==> src/rtl/bus_narrow16.sv <==
// bus_narrow16: splits 32-bit register accesses into big-endian 16-bit
// narrow-bus halves, high half first, with a per-half timeout.
module bus_narrow16 #(
  parameter int unsigned TIMEOUT = 1023
) (
  input  logic        clk,
  input  logic        rstn,
  input  logic [31:0] addr,
  input  logic [31:0] wdata,
  input  logic [3:0]  wstrb,
  input  logic        wr,
  input  logic        req,
  output logic        ack,
  output logic        err,
  output logic [31:0] rdata,
  output logic [31:0] naddr,
  output logic [15:0] nwdata,
  output logic [1:0]  nwstrb,
  output logic        nwr,
  output logic        nreq,
  input  logic [15:0] nrdata,
  input  logic        nack,
  input  logic        nerr
);

  localparam int unsigned TW = $clog2(TIMEOUT + 1);
  localparam logic [TW-1:0] TMR_LOAD = TW'(TIMEOUT);

  localparam logic [2:0] S_IDLE = 3'd0;
  localparam logic [2:0] S_HI   = 3'd1;
  localparam logic [2:0] S_LO   = 3'd2;
  localparam logic [2:0] S_NOP  = 3'd3;
  localparam logic [2:0] S_RESP = 3'd4;

  logic [2:0]    state_q, state_d;
  logic [29:0]   a_q, a_d;
  logic [31:0]   wd_q, wd_d;
  logic [3:0]    ws_q, ws_d;
  logic          wr_q, wr_d;
  logic [TW-1:0] tmr_q, tmr_d;
  logic          nreq_q, nreq_d;
  logic [31:0]   naddr_q, naddr_d;
  logic [15:0]   nwdata_q, nwdata_d;
  logic [1:0]    nwstrb_q, nwstrb_d;
  logic          nwr_q, nwr_d;
  logic          ack_q, ack_d;
  logic          err_q, err_d;
  logic [31:0]   rdata_q, rdata_d;

  logic busy, expired, ok, bad;
  logic hi_in, lo_in, lo_q;
  logic unused_abits;

  assign unused_abits = ^addr[1:0];

  always_comb begin
    state_d  = state_q;
    a_d      = a_q;
    wd_d     = wd_q;
    ws_d     = ws_q;
    wr_d     = wr_q;
    tmr_d    = tmr_q;
    nreq_d   = 1'b0;
    naddr_d  = naddr_q;
    nwdata_d = nwdata_q;
    nwstrb_d = nwstrb_q;
    nwr_d    = nwr_q;
    ack_d    = 1'b0;
    err_d    = err_q;
    rdata_d  = rdata_q;

    busy    = (state_q == S_HI) || (state_q == S_LO);
    expired = busy && !nreq_q && !nack && (tmr_q == '0);
    ok      = busy && nack && !nerr;
    bad     = busy && ((nack && nerr) || expired);
    hi_in   = !wr || (wstrb[3:2] != 2'b00);
    lo_in   = !wr || (wstrb[1:0] != 2'b00);
    lo_q    = !wr_q || (ws_q[1:0] != 2'b00);

    // timer counts waiting cycles after each nreq
    if (nreq_q) begin
      tmr_d = TMR_LOAD;
    end else if (busy && tmr_q != '0) begin
      tmr_d = tmr_q - 1'b1;
    end

    unique case (state_q)
      S_IDLE: begin
        if (req) begin
          a_d   = addr[31:2];
          wd_d  = wdata;
          ws_d  = wstrb;
          wr_d  = wr;
          err_d = 1'b0;
          nwr_d = wr;
          if (!wr) rdata_d = '0;
          if (hi_in) begin
            nreq_d   = 1'b1;
            naddr_d  = {addr[31:2], 2'b00};
            nwdata_d = wdata[31:16];
            nwstrb_d = wr ? wstrb[3:2] : 2'b11;
            state_d  = S_HI;
          end else if (lo_in) begin
            nreq_d   = 1'b1;
            naddr_d  = {addr[31:2], 2'b10};
            nwdata_d = wdata[15:0];
            nwstrb_d = wstrb[1:0];
            state_d  = S_LO;
          end else begin
            state_d = S_NOP;
          end
        end
      end
      S_HI: begin
        if (bad) begin
          err_d   = 1'b1;
          ack_d   = 1'b1;
          state_d = S_RESP;
        end else if (ok) begin
          if (!wr_q) rdata_d[31:16] = nrdata;
          if (lo_q) begin
            nreq_d   = 1'b1;
            naddr_d  = {a_q, 2'b10};
            nwdata_d = wd_q[15:0];
            nwstrb_d = wr_q ? ws_q[1:0] : 2'b11;
            state_d  = S_LO;
          end else begin
            ack_d   = 1'b1;
            state_d = S_RESP;
          end
        end
      end
      S_LO: begin
        if (bad) begin
          err_d   = 1'b1;
          ack_d   = 1'b1;
          state_d = S_RESP;
        end else if (ok) begin
          if (!wr_q) rdata_d[15:0] = nrdata;
          ack_d   = 1'b1;
          state_d = S_RESP;
        end
      end
      S_NOP: begin
        ack_d   = 1'b1;
        state_d = S_RESP;
      end
      S_RESP: state_d = S_IDLE;
      default: state_d = S_IDLE;
    endcase
  end

  always_ff @(posedge clk or negedge rstn) begin
    if (!rstn) begin
      state_q  <= S_IDLE;
      a_q      <= '0;
      wd_q     <= '0;
      ws_q     <= '0;
      wr_q     <= 1'b0;
      tmr_q    <= '0;
      nreq_q   <= 1'b0;
      naddr_q  <= '0;
      nwdata_q <= '0;
      nwstrb_q <= '0;
      nwr_q    <= 1'b0;
      ack_q    <= 1'b0;
      err_q    <= 1'b0;
      rdata_q  <= '0;
    end else begin
      state_q  <= state_d;
      a_q      <= a_d;
      wd_q     <= wd_d;
      ws_q     <= ws_d;
      wr_q     <= wr_d;
      tmr_q    <= tmr_d;
      nreq_q   <= nreq_d;
      naddr_q  <= naddr_d;
      nwdata_q <= nwdata_d;
      nwstrb_q <= nwstrb_d;
      nwr_q    <= nwr_d;
      ack_q    <= ack_d;
      err_q    <= err_d;
      rdata_q  <= rdata_d;
    end
  end

  assign ack    = ack_q;
  assign err    = err_q;
  assign rdata  = rdata_q;
  assign naddr  = naddr_q;
  assign nwdata = nwdata_q;
  assign nwstrb = nwstrb_q;
  assign nwr    = nwr_q;
  assign nreq   = nreq_q;

endmodule

==> config.mk <==
export PLATFORM = sky130hd
export DESIGN_NAME = bus_narrow16
export DESIGN_NICKNAME = d
export VERILOG_FILES = /design/src/rtl/bus_narrow16.sv
export SDC_FILE = /design/constraint.sdc
export NUM_CORES = 1
export LEC_CHECK = 0
export CAP_MARGIN = 10
export CORE_MARGIN = 2
export CORE_UTILIZATION = 45
export CTS_CLUSTER_DIAMETER = 60
export DETAILED_ROUTE_END_ITERATION = 16
export PLACE_DENSITY = 0.76
export SLEW_MARGIN = 10
export SYNTH_ARGS = -nofsm -noshare
export SYNTH_HDL_FRONTEND = slang
export SYNTH_SLANG_ARGS = --single-unit
==> constraint.sdc <==
create_clock -name clk -period 3 [get_ports clk]
set_input_delay 0.45 -clock clk [delete_from_list [all_inputs] [get_ports clk]]
set_output_delay 0.45 -clock clk [all_outputs]
set_load 0.02 [all_outputs]
==> results.ini, run 1 <==
[clocking]
cts_setup_buffers = 0
cts_root_buf = clkbuf_16
cts_sinks = 146
clkTransAtPathRegs_ns = 0.06
clkLatencyLatePin_ns = 0.42
cts_hold_buf = 0
cts_resized = 0
htreeDepth = 4
cts_buffers = 17
cts_tree = done
cts.path.max_buffers = 2

[worst_setup_path]
crit_type = reg2reg
crit_fanout = 19
cp_slowest_cell = or3b_2
start_kind = register
cp.arrival_ns = 2.45
worstReg2RegStart = state_q[0]$_DFFE_PN0P_
crit_path_max_incr_delay_ns = 0.70
end_kind = register
crit_family = simple AND/OR/NAND/NOR gates
r2r_end = naddr[22]$_DFFE_PN0P_
reg2regPathDepth = 5
ff2ff_setup_slack_ns = 0.85
required_ns = 3.30
worstPathCellList = or3b_2 -> buf_4 -> nand2_1 -> nand2_1 -> mux2_2
crit_top_cell = nand2_1
path_buf_inv = 1

[drt]
vias_per_cell = 5.128
route.vias.total = 5364
drt_wl_total_um = 16380
drc = 0
dr.pass1.iters = 4
dr.first_iter.drc_count = 332
wire_per_inst_um = 15.66
antenna_left = 0

[final_layout]
seqCellArea_sq_mm = 0.003654
n_fill_cell = 1159
antenna_cells = 0
areaGrowthSynthToFinish_pct = 39.02
drive_above_1_share = 0.1276
nNetsFinal = 942
multi_input_area_sq_mm = 0.002733
utilization = 0.6341

[grt]
grt_overflow = 0
grt_pass1_wl_um = 26880
antenna_found_initial = 0
first_global_vias = 5351
grt_max_degree = 65
grt_util_all_layers = 0.2143

[floorplanning]
die_w_um = 124.7
core_area_sq_mm = 0.01437
rows = 44
initial_core_util = 0.4561
ios = 176
die_y_um = 124.7
dieArea_sq_mm = 0.01555

[outcome]
status = finished, final reports clean

[timing]
rsz0062_at_grt = no
fin_crit_ns = 2.150
worstMarginPinSlew_ns = 0.6010
finalHoldViolCount = 0
fin_setup_tns_ns = 0
finClkSkew_ns = 0.008946
finalCritPeriodShare = 0.7166
slew_headroom = 0.5993
finalSetupViolCount = 0
drv_slew = 0
fmax_ghz = 0.4652

[run]
cap_violations = 0

[synthesis]
ys_seq_area_frac = 0.5575
synth_top_area_frac = 0.5575
yosysWarningCount = 0
synth_most_common_cell = nand2_1
synth_common_cells = nand2_1 (287), dfrtp_1 (146), mux2_2 (48)
synth.avg_cell_area_sq_um = 9.610
yosysTopAreaCell = dfrtp_1
synth_edf_count = 0
syn_area_sq_mm = 0.006554
yosysUniqueCellTypes = 42
synthTopCellsByArea = dfrtp_1 (56%), nand2_1 (16%), mux2_2 (8.2%)
syn_nets = 774
ys_ff_latch = 146
ys_dominant_reg_cell = dfrtp_1
netlist_instances = 682
async_reset_ff_frac = 1.000

[power_and_ir_drop]
peakVddDrop_uv = 541.4
cellPowerDensity_mw_per_mm2 = 1058
static-leakage-power_uw = 0.004195

[placement]
gp_congestion = 0.7857
numPortBuffers = 172
hpwl_um = 11150

[worst_hold_path]
holdCritPathClass = in2async

[per-stage QoR]
step | setup slack, ns | hold WS (ns) | instances | instance area [sq um] | total power [uW]
2_1_floorplan | 1.127 | 0.1544 | 682 | 6554 | 5788
3_5_place_dp | 0.4573 | 0.4551 | 1015 | 8522 | 7607
3_3_place_gp | 0.4971 | 0.4483 | 1015 | 8522 | 7490
6_report | 0.8502 | 0.01690 | 1046 | 9111 | 9641
4_1_cts | 0.8623 | 0.04017 | 1046 | 9111 | 9744
5_1_grt | 0.7648 | 0.06528 | 1046 | 9111 | 10240
[per-layer routing]
metal	part of all wire	wire (um)	track usage	up-vias
li1	-	-	-	2582
met2	0.47	7747	0.3472	148
met3	0.066	1089	0.06486	15
met5	0	0	0	-
met1	0.45	7352	0.2785	2619
met4	0.012	191	0.06411	0
[flip-flops by register name, indices dropped and copies added (netlist names)]
signal   count
nwstrb       2
naddr       31
a_q         30
nwdata      16
err          1
ack          1
wd_q        16
state_q      3
tmr_q       10
nwr          1
rdata       32
ws_q         2
nreq         1
[placed cells by master, fill, tap and decap left out, types with 5 or more instances in the layout]
| cell | Yosys | final |
|---|---|---|
| dfrtp_1 | 146 | 146 |
| nor3_1 | 8 | 8 |
| mux2i_1 | 20 | 20 |
| clkbuf_16 | 0 | 17 |
| a22o_1 | 16 | 16 |
| inv_1 | 8 | 8 |
| nand2_1 | 287 | 287 |
| a21oi_1 | 5 | 5 |
| clkdlybuf4s50_1 | 0 | 171 |
| mux2_2 | 48 | 48 |
| o21ai_0 | 22 | 22 |
| or4_1 | 6 | 6 |
| nor2_1 | 9 | 9 |
| buf_4 | 1 | 15 |
| o31ai_1 | 6 | 6 |
| nand3_1 | 22 | 22 |
[where the power goes]
group | leakage, uW | total (uW) | internal [uW] | switching, uW
sequential | 0.00180 | 3370 | 2840 | 535
clock | 0.000280 | 2090 | 1300 | 786
combinational | 0.00212 | 4180 | 1980 | 2200
[area by class of cell]
class | count | share of cell area
inverters | 8 | 0.003296
well taps | 184 | 0.02527
repair buffers | 189 | 0.2059
clock buffers | 22 | 0.05314
flip-flops and latches | 146 | 0.4010
clock inverters | 9 | 0.01154
multi-input cells | 488 | 0.2999
[logic make-up after synthesis]
| family | after synthesis | share of synthesized area |
|---|---|---|
| xor+xnor | 1 | 0.001337 |
| other cells | 1 | 0.0005722 |
| fa+ha+maj | 2 | 0.003818 |
| mux | 68 | 0.1130 |
| flops | 146 | 0.5575 |
| simple gates | 355 | 0.2278 |
| compound gates | 61 | 0.06548 |
| buf+inv | 48 | 0.03055 |
[worst max path at each step]
stage                                start                endpoint  slack, ns  depth (start not counted)
floorplan           state_q[2]$_DFFE_PN0P_   rdata[22]$_DFFE_PN0P_       1.13                          6
global placement                      nack   nwdata[5]$_DFFE_PN0P_       0.50                          6
CTS                 state_q[0]$_DFFE_PN0P_   naddr[22]$_DFFE_PN0P_       0.86                          5
detailed placement                      wr  nwdata[14]$_DFFE_PN0P_       0.46                          6
global route        state_q[0]$_DFFE_PN0P_   naddr[14]$_DFFE_PN0P_       0.76                          5
finish              state_q[0]$_DFFE_PN0P_   naddr[22]$_DFFE_PN0P_       0.85                          5
(Power assumes the default switching activity.)
==> inputs of run 2 (changes only) <==
==> constraint.sdc (replaced) <==
create_clock -name clk -period 2.05 [get_ports clk]
set_input_delay 0.3075 -clock clk [delete_from_list [all_inputs] [get_ports clk]]
set_output_delay 0.3075 -clock clk [all_outputs]
set_load 0.02 [all_outputs]
==> run 2 against run 1 <==
Net effect: sequential power rose by 44%; non-clock buffer count up 25; total power up 50%.
==> results.ini, run 2 (same netlist as run 1, synthesis figures left out) <==
[worst_setup_path]
start_kind = register
cp.arrival_ns = 1.61  ; -0.84 ns
cp_slowest_cell = clkdlybuf4s50_1
path_buf_inv = 1  ; unchanged
crit_type = reg2out
crit_path_max_incr_delay_ns = 0.67  ; -0.03 ns
crit_fanout = 9  ; -10
ff2ff_setup_slack_ns = 0.14  ; -0.71 ns
end_kind = output port
required_ns = 1.74  ; -1.56 ns
crit_family = buffers and inverters
worstPathCellList = clkdlybuf4s50_1

[placement]
numPortBuffers = 172  ; unchanged
hpwl_um = 11660  ; +4.6%
dpl_cell_area_sq_mm = 0.008790  ; +3.1%
gp_congestion = 0.7698  ; -2.0%
place_inst = 1039  ; +2.4%
dpl_worst_slack_ns = -0.1198  ; -0.5771 ns

[floorplanning]
core_area_sq_mm = 0.01437  ; unchanged
dieArea_sq_mm = 0.01555  ; unchanged
die_y_um = 124.7  ; unchanged
ios = 176  ; unchanged
initial_core_util = 0.4561  ; unchanged
rows = 44  ; unchanged
die_w_um = 124.7  ; unchanged

[power_and_ir_drop]
p_seq_frac = 0.336  ; -0.014
clockPowerShare = 0.216  ; about the same
static-leakage-power_uw = 0.004363  ; +4.0%
internal_power_uw = 9118  ; +49%
p_sw_uw = 5353  ; +52%
p_comb_frac = 0.448  ; +0.014
peakVddDrop_uv = 1006  ; +86%
cellPowerDensity_mw_per_mm2 = 1539  ; +45%
sw_frac_of_total = 0.3699  ; +0.004303

[grt]
grt_util_all_layers = 0.2240  ; +0.009691
grt_overflow = 0  ; unchanged
grt_max_degree = 55  ; -15%
antenna_found_initial = 0  ; unchanged
use_met1 = 0.2932  ; +0.01475
met3_usage = 0.07517  ; +0.01031
first_global_vias = 5473  ; +2.3%
busiest_layer = met2
gr-usage-met2 = 0.3562  ; +0.009000
grt_pass1_wl_um = 27950  ; +4.0%

[clocking]
cts_sinks = 146  ; unchanged
cts_root_buf = clkbuf_16
htreeDepth = 4  ; unchanged
clkTransAtPathRegs_ns = 0.06  ; about the same
cts.path.max_buffers = 2  ; unchanged
cts_setup_buffers = 0  ; unchanged
cts_tree = done
cts_buffers = 17  ; unchanged
clkLatencyLatePin_ns = 0.42  ; about the same

[final_layout]
antenna_cells = 0  ; unchanged
instances_no_fill = 1072  ; +2.5%
largest_reg_flops = 32  ; unchanged
final_common_cell = nand2_1
drive_above_1_share = 0.1543  ; +0.02667
final_cell_mix = nand2_1 (287), clkdlybuf4s50_1 (171), dfrtp_1 (146), mux2_2 (48), buf_4 (32)
areaGrowthSynthToFinish_pct = 43.45
nNetsFinal = 967  ; +2.7%
stdcell_area_sq_mm = 0.009402  ; +3.2%

[drt]
antenna_left = 0  ; unchanged
vias_per_cell = 5.032  ; -1.9%
route.vias.total = 5394  ; +0.56%
drt_wl_total_um = 16710  ; +2.0%
wire_per_inst_um = 15.59  ; -0.48%
dr.pass1.iters = 5  ; +1
drc = 0  ; unchanged
dr.first_iter.drc_count = 352  ; +6.0%

[timing]
rsz0062_at_grt = no
postLayoutSetupSlackWorst_ns = 0.1326  ; -0.7176 ns
fin_crit_ns = 1.917
finalCritPeriodShare = 0.9353
drv_slew = 0  ; unchanged
finClkSkew_ns = 0.01135  ; +0.002404 ns
slew_headroom = 0.6330  ; +0.03374
finalHoldViolCount = 0  ; unchanged
fmax_ghz = 0.5215
finalSetupViolCount = 0  ; unchanged
worstMarginPinSlew_ns = 0.5504  ; -0.05061 ns

[worst_hold_path]
holdCritPathClass = in2async

[run]
cap_violations = 0  ; unchanged

[outcome]
status = finished, final reports clean

## run 2: power by group through the flow
| stage | clock [uW] | sequential [uW] | combinational [uW] |
|---|---|---|---|
| floorplan | 0 | 5680 | 2790 |
| global placement | 0 | 4850 | 6400 |
| detailed placement | 0 | 4890 | 6540 |
| CTS | 3190 | 4870 | 6580 |
| global route | 3340 | 5020 | 7040 |
| finish | 3120 | 4860 | 6490 |
## run 2: metal layers
| layer | wire (um) | part of all wire |
|---|---|---|
| met5 | 0 | 0 |
| met4 | 163 | 0.0098 |
| met3 | 1191 | 0.071 |
| met2 | 8006 | 0.48 |
| met1 | 7348 | 0.44 |
## run 2: path summary, 6_finish.rpt
check	startpoint	endpoint	depth (start not counted)
worst min-delay path	rstn	naddr[4]$_DFFE_PN0P_	2
min in group clk	addr[15]	a_q[13]$_DFFE_PN0P_	3
worst max register to register	tmr_q[3]$_DFFE_PN0P_	tmr_q[9]$_DFFE_PN0P_	4
max in group asynchronous	rstn	naddr[1]$_DFFE_PN0P_	3
worst min register to register	rdata[5]$_DFFE_PN0P_	rdata[5]$_DFFE_PN0P_	2
worst max-delay path	nreq$_DFF_PN0_	nreq	1
## run 2: what timing repair did
action                                 4_1_cts  5_1_grt
setup endpoints to repair                    0        2
endpoints found under the hold margin       51        0
resized for setup                            0        1
hold buffers                                 1        0
## run 2: layout make-up
| class | instances | area [sq um] |
|---|---|---|
| clock inverters | 15 | 172.7 |
| well taps | 184 | 230.2 |
| inverters | 8 | 30.03 |
| multi-input cells | 488 | 2736 |
| flip-flops and latches | 146 | 3654 |
| repair buffers | 214 | 2153 |
| fillers | 1139 | 4967 |
| clock buffers | 17 | 425.4 |
## run 2: metrics by stage
step	setup TNS (ns)	hold WS, ns	power [uW]	util
after global routing	0	0.4474	15400	0.6543
after CTS	0	0.4241	14640	0.6540
final	0	0.4317	14470	0.6543
after detailed placement	-6.242	0.3202	11430	0.6117
after floorplan	0	0.01191	8471	-
after global placement	-3.926	0.3233	11250	0.6117
==> inputs of run 3 (changes only) <==
--- a/config.mk
+++ b/config.mk
@@ -10,7 +10,8 @@
 export CORE_UTILIZATION = 45
 export CTS_CLUSTER_DIAMETER = 60
 export DETAILED_ROUTE_END_ITERATION = 16
-export PLACE_DENSITY = 0.76
+export DONT_BUFFER_PORTS = 1
+export PLACE_DENSITY = 0.61
 export SLEW_MARGIN = 10
 export SYNTH_ARGS = -nofsm -noshare
 export SYNTH_HDL_FRONTEND = slang
==> run 3 against run 2 <==
Net effect: the run now ends with negative hold slack left; design area down 16%; via count down 7.8%; clock power about the same; combinational power down 43%; clock skew down 0.0053 ns; global-route usage down 1.6 points; register-to-register slack worse by 0.04 ns; count of clock-buffer cells in the layout up 2; first-iteration DRC count down 25%; die area unchanged; non-clock buffer count down 144; utilization down 10 points; critical path type is now reg2reg; largest power group is now sequential cells.
==> results.ini, run 3 (same netlist as run 1, synthesis figures left out) <==
[outcome]
status = finished with violations
violations = negative hold slack

[worst_hold_path]
holdCritPathClass = in2async

[final_layout]
antenna_cells = 0  ; unchanged
instances_no_fill = 927  ; -14%
final_common_cell = nand2_1
final_cell_mix = nand2_1 (287), dfrtp_1 (146), mux2_2 (48), dlygate4sd3_1 (44)
areaGrowthSynthToFinish_pct = 21.17
drive_above_1_share = 0.1615  ; +0.007228
nNetsFinal = 823  ; -15%
stdcell_area_sq_mm = 0.007941  ; -16%
largest_reg_flops = 32  ; unchanged

[placement]
dpl_cell_area_sq_mm = 0.006877  ; -22%
numPortBuffers = 0  ; -100%
gp_congestion = 0.7948  ; +3.2%
hpwl_um = 10330  ; -11%
place_inst = 850  ; -18%

[timing]
fmax_ghz = 0.5132  ; -1.6%
finClkSkew_ns = 0.006028  ; -0.005322 ns
finalSetupViolCount = 0  ; unchanged
fin_setup_tns_ns = 0  ; unchanged
holdWs_ns = -0.4087  ; -0.8404 ns
drv_slew = 0  ; unchanged
finalHoldViolCount = 146  ; +146
finalCritPeriodShare = 0.9505  ; +0.01523
rsz0062_at_grt = no
fin_crit_ns = 1.949  ; +0.03121 ns

[worst_setup_path]
reg2regPathDepth = 5  ; +1
required_ns = 2.40  ; +0.66 ns
cp.arrival_ns = 2.30  ; +0.69 ns
ff2ff_setup_slack_ns = 0.10  ; -0.04 ns
startpoint = state_q[2]$_DFFE_PN0P_
start_kind = register
crit_fanout = 16  ; +7
endpoint = rdata[1]$_DFFE_PN0P_
r2r_end = rdata[1]$_DFFE_PN0P_
crit_type = reg2reg
worstReg2RegStart = state_q[2]$_DFFE_PN0P_
end_kind = register

[floorplanning]
dieArea_sq_mm = 0.01555  ; unchanged
rows = 44  ; unchanged
initial_core_util = 0.4561  ; unchanged
die_w_um = 124.7  ; unchanged
core_area_sq_mm = 0.01437  ; unchanged
ios = 176  ; unchanged
die_y_um = 124.7  ; unchanged

[power_and_ir_drop]
peakVddDrop_uv = 805.7  ; -20%
cellPowerDensity_mw_per_mm2 = 1610  ; +4.6%
static-leakage-power_uw = 0.003782  ; -13%

[drt]
route.vias.total = 4973  ; -7.8%
drc = 0  ; unchanged
wire_per_inst_um = 17.19  ; +10%
vias_per_cell = 5.365  ; +6.6%
dr.pass1.iters = 5  ; unchanged
dr.first_iter.drc_count = 263  ; -25%
drt_wl_total_um = 15930  ; -4.7%
antenna_left = 0  ; unchanged

[clocking]
cts_root_buf = clkbuf_16
htreeDepth = 4  ; unchanged
cts.path.max_buffers = 2  ; unchanged
clkTransAtPathRegs_ns = 0.06  ; about the same
cts_hold_buf = 44  ; +43
cts_buffers = 17  ; unchanged
cts_sinks = 146  ; unchanged
cts_tree = done
clkLatencyLatePin_ns = 0.41  ; about the same

[grt]
antenna_found_initial = 0  ; unchanged
grt_util_all_layers = 0.2082  ; -0.01573
grt_pass1_wl_um = 26010  ; -6.9%
first_global_vias = 5079  ; -7.2%
grt_overflow = 0  ; unchanged
grt_max_degree = 147  ; +170%

[run]
cap_violations = 0  ; unchanged

-- run 3: where the power goes --
part / total, uW / switching [uW] / leakage (uW) / internal (uW)
Combinational: 3720 / 1960 / 0.00170 / 1750
Sequential: 5950 / 1810 / 0.00180 / 4150
Clock: 3120 / 1180 / 0.000285 / 1940
Total: 12800 / 4950 / 0.00378 / 7840
-- run 3: final cells by class --
cell class	count	area (sq um)
fill	1249	6427
sequential	146	3654
multi-input combinational	488	2741
timing repair buffer	70	685.7
clock buffer	19	442.9
tap	184	230.2
clock inverter	12	157.7
inverter	8	30.03
-- run 3: how the worst min path moves through the flow --
stage               startpoint                    to  slack, ns
floorplan                 rstn    a_q[0]$_DFFE_PN0P_       0.01
global placement          rstn    a_q[1]$_DFFE_PN0P_       0.02
detailed placement        rstn  naddr[4]$_DFFE_PN0P_       0.02
CTS                       rstn  naddr[4]$_DFFE_PN0P_      -0.43
global route              rstn   wd_q[9]$_DFFE_PN0P_      -0.43
finish                    rstn  naddr[4]$_DFFE_PN0P_      -0.41
-- run 3: per-layer routing --
metal | global-route usage | wire length, um | part of all wire | up-vias
met5 | 0 | 0 | 0 | -
met4 | 0.06874 | 305 | 0.019 | 0
met3 | 0.08162 | 1354 | 0.085 | 22
met2 | 0.3266 | 7356 | 0.46 | 160
met1 | 0.2652 | 6915 | 0.43 | 2435
li1 | - | - | - | 2356
-- run 3: per-stage QoR --
stage            util  setup WS, ns  total power (uW)  hold WS (ns)
6_report       0.5527        0.1014             12790       -0.4087
5_1_grt        0.5527       0.02013             13630       -0.4312
4_1_cts        0.5510       0.07888             12910       -0.4257
3_5_place_dp   0.4786       0.08959              9668       0.01713
3_3_place_gp   0.4786        0.1487              9477       0.01634
2_1_floorplan       -        0.1767              8471       0.01191
-- run 3: repair_timing --
| item | in CTS | in global routing |
|---|---|---|
| endpoints found under the hold margin | 190 | 146 |
| gates resized for setup | 0 | 2 |
| endpoints found under the setup margin | 0 | 5 |
| setup buffers | 0 | 2 |
-- run 3: worst max-delay path, stage by stage (launching register included) --
cell,delay [ns]
dfrtp_1,0.50
or4b_2,0.72
o22ai_2,0.22
buf_4,0.26
nand3_1,0.10
nand2_1,0.08
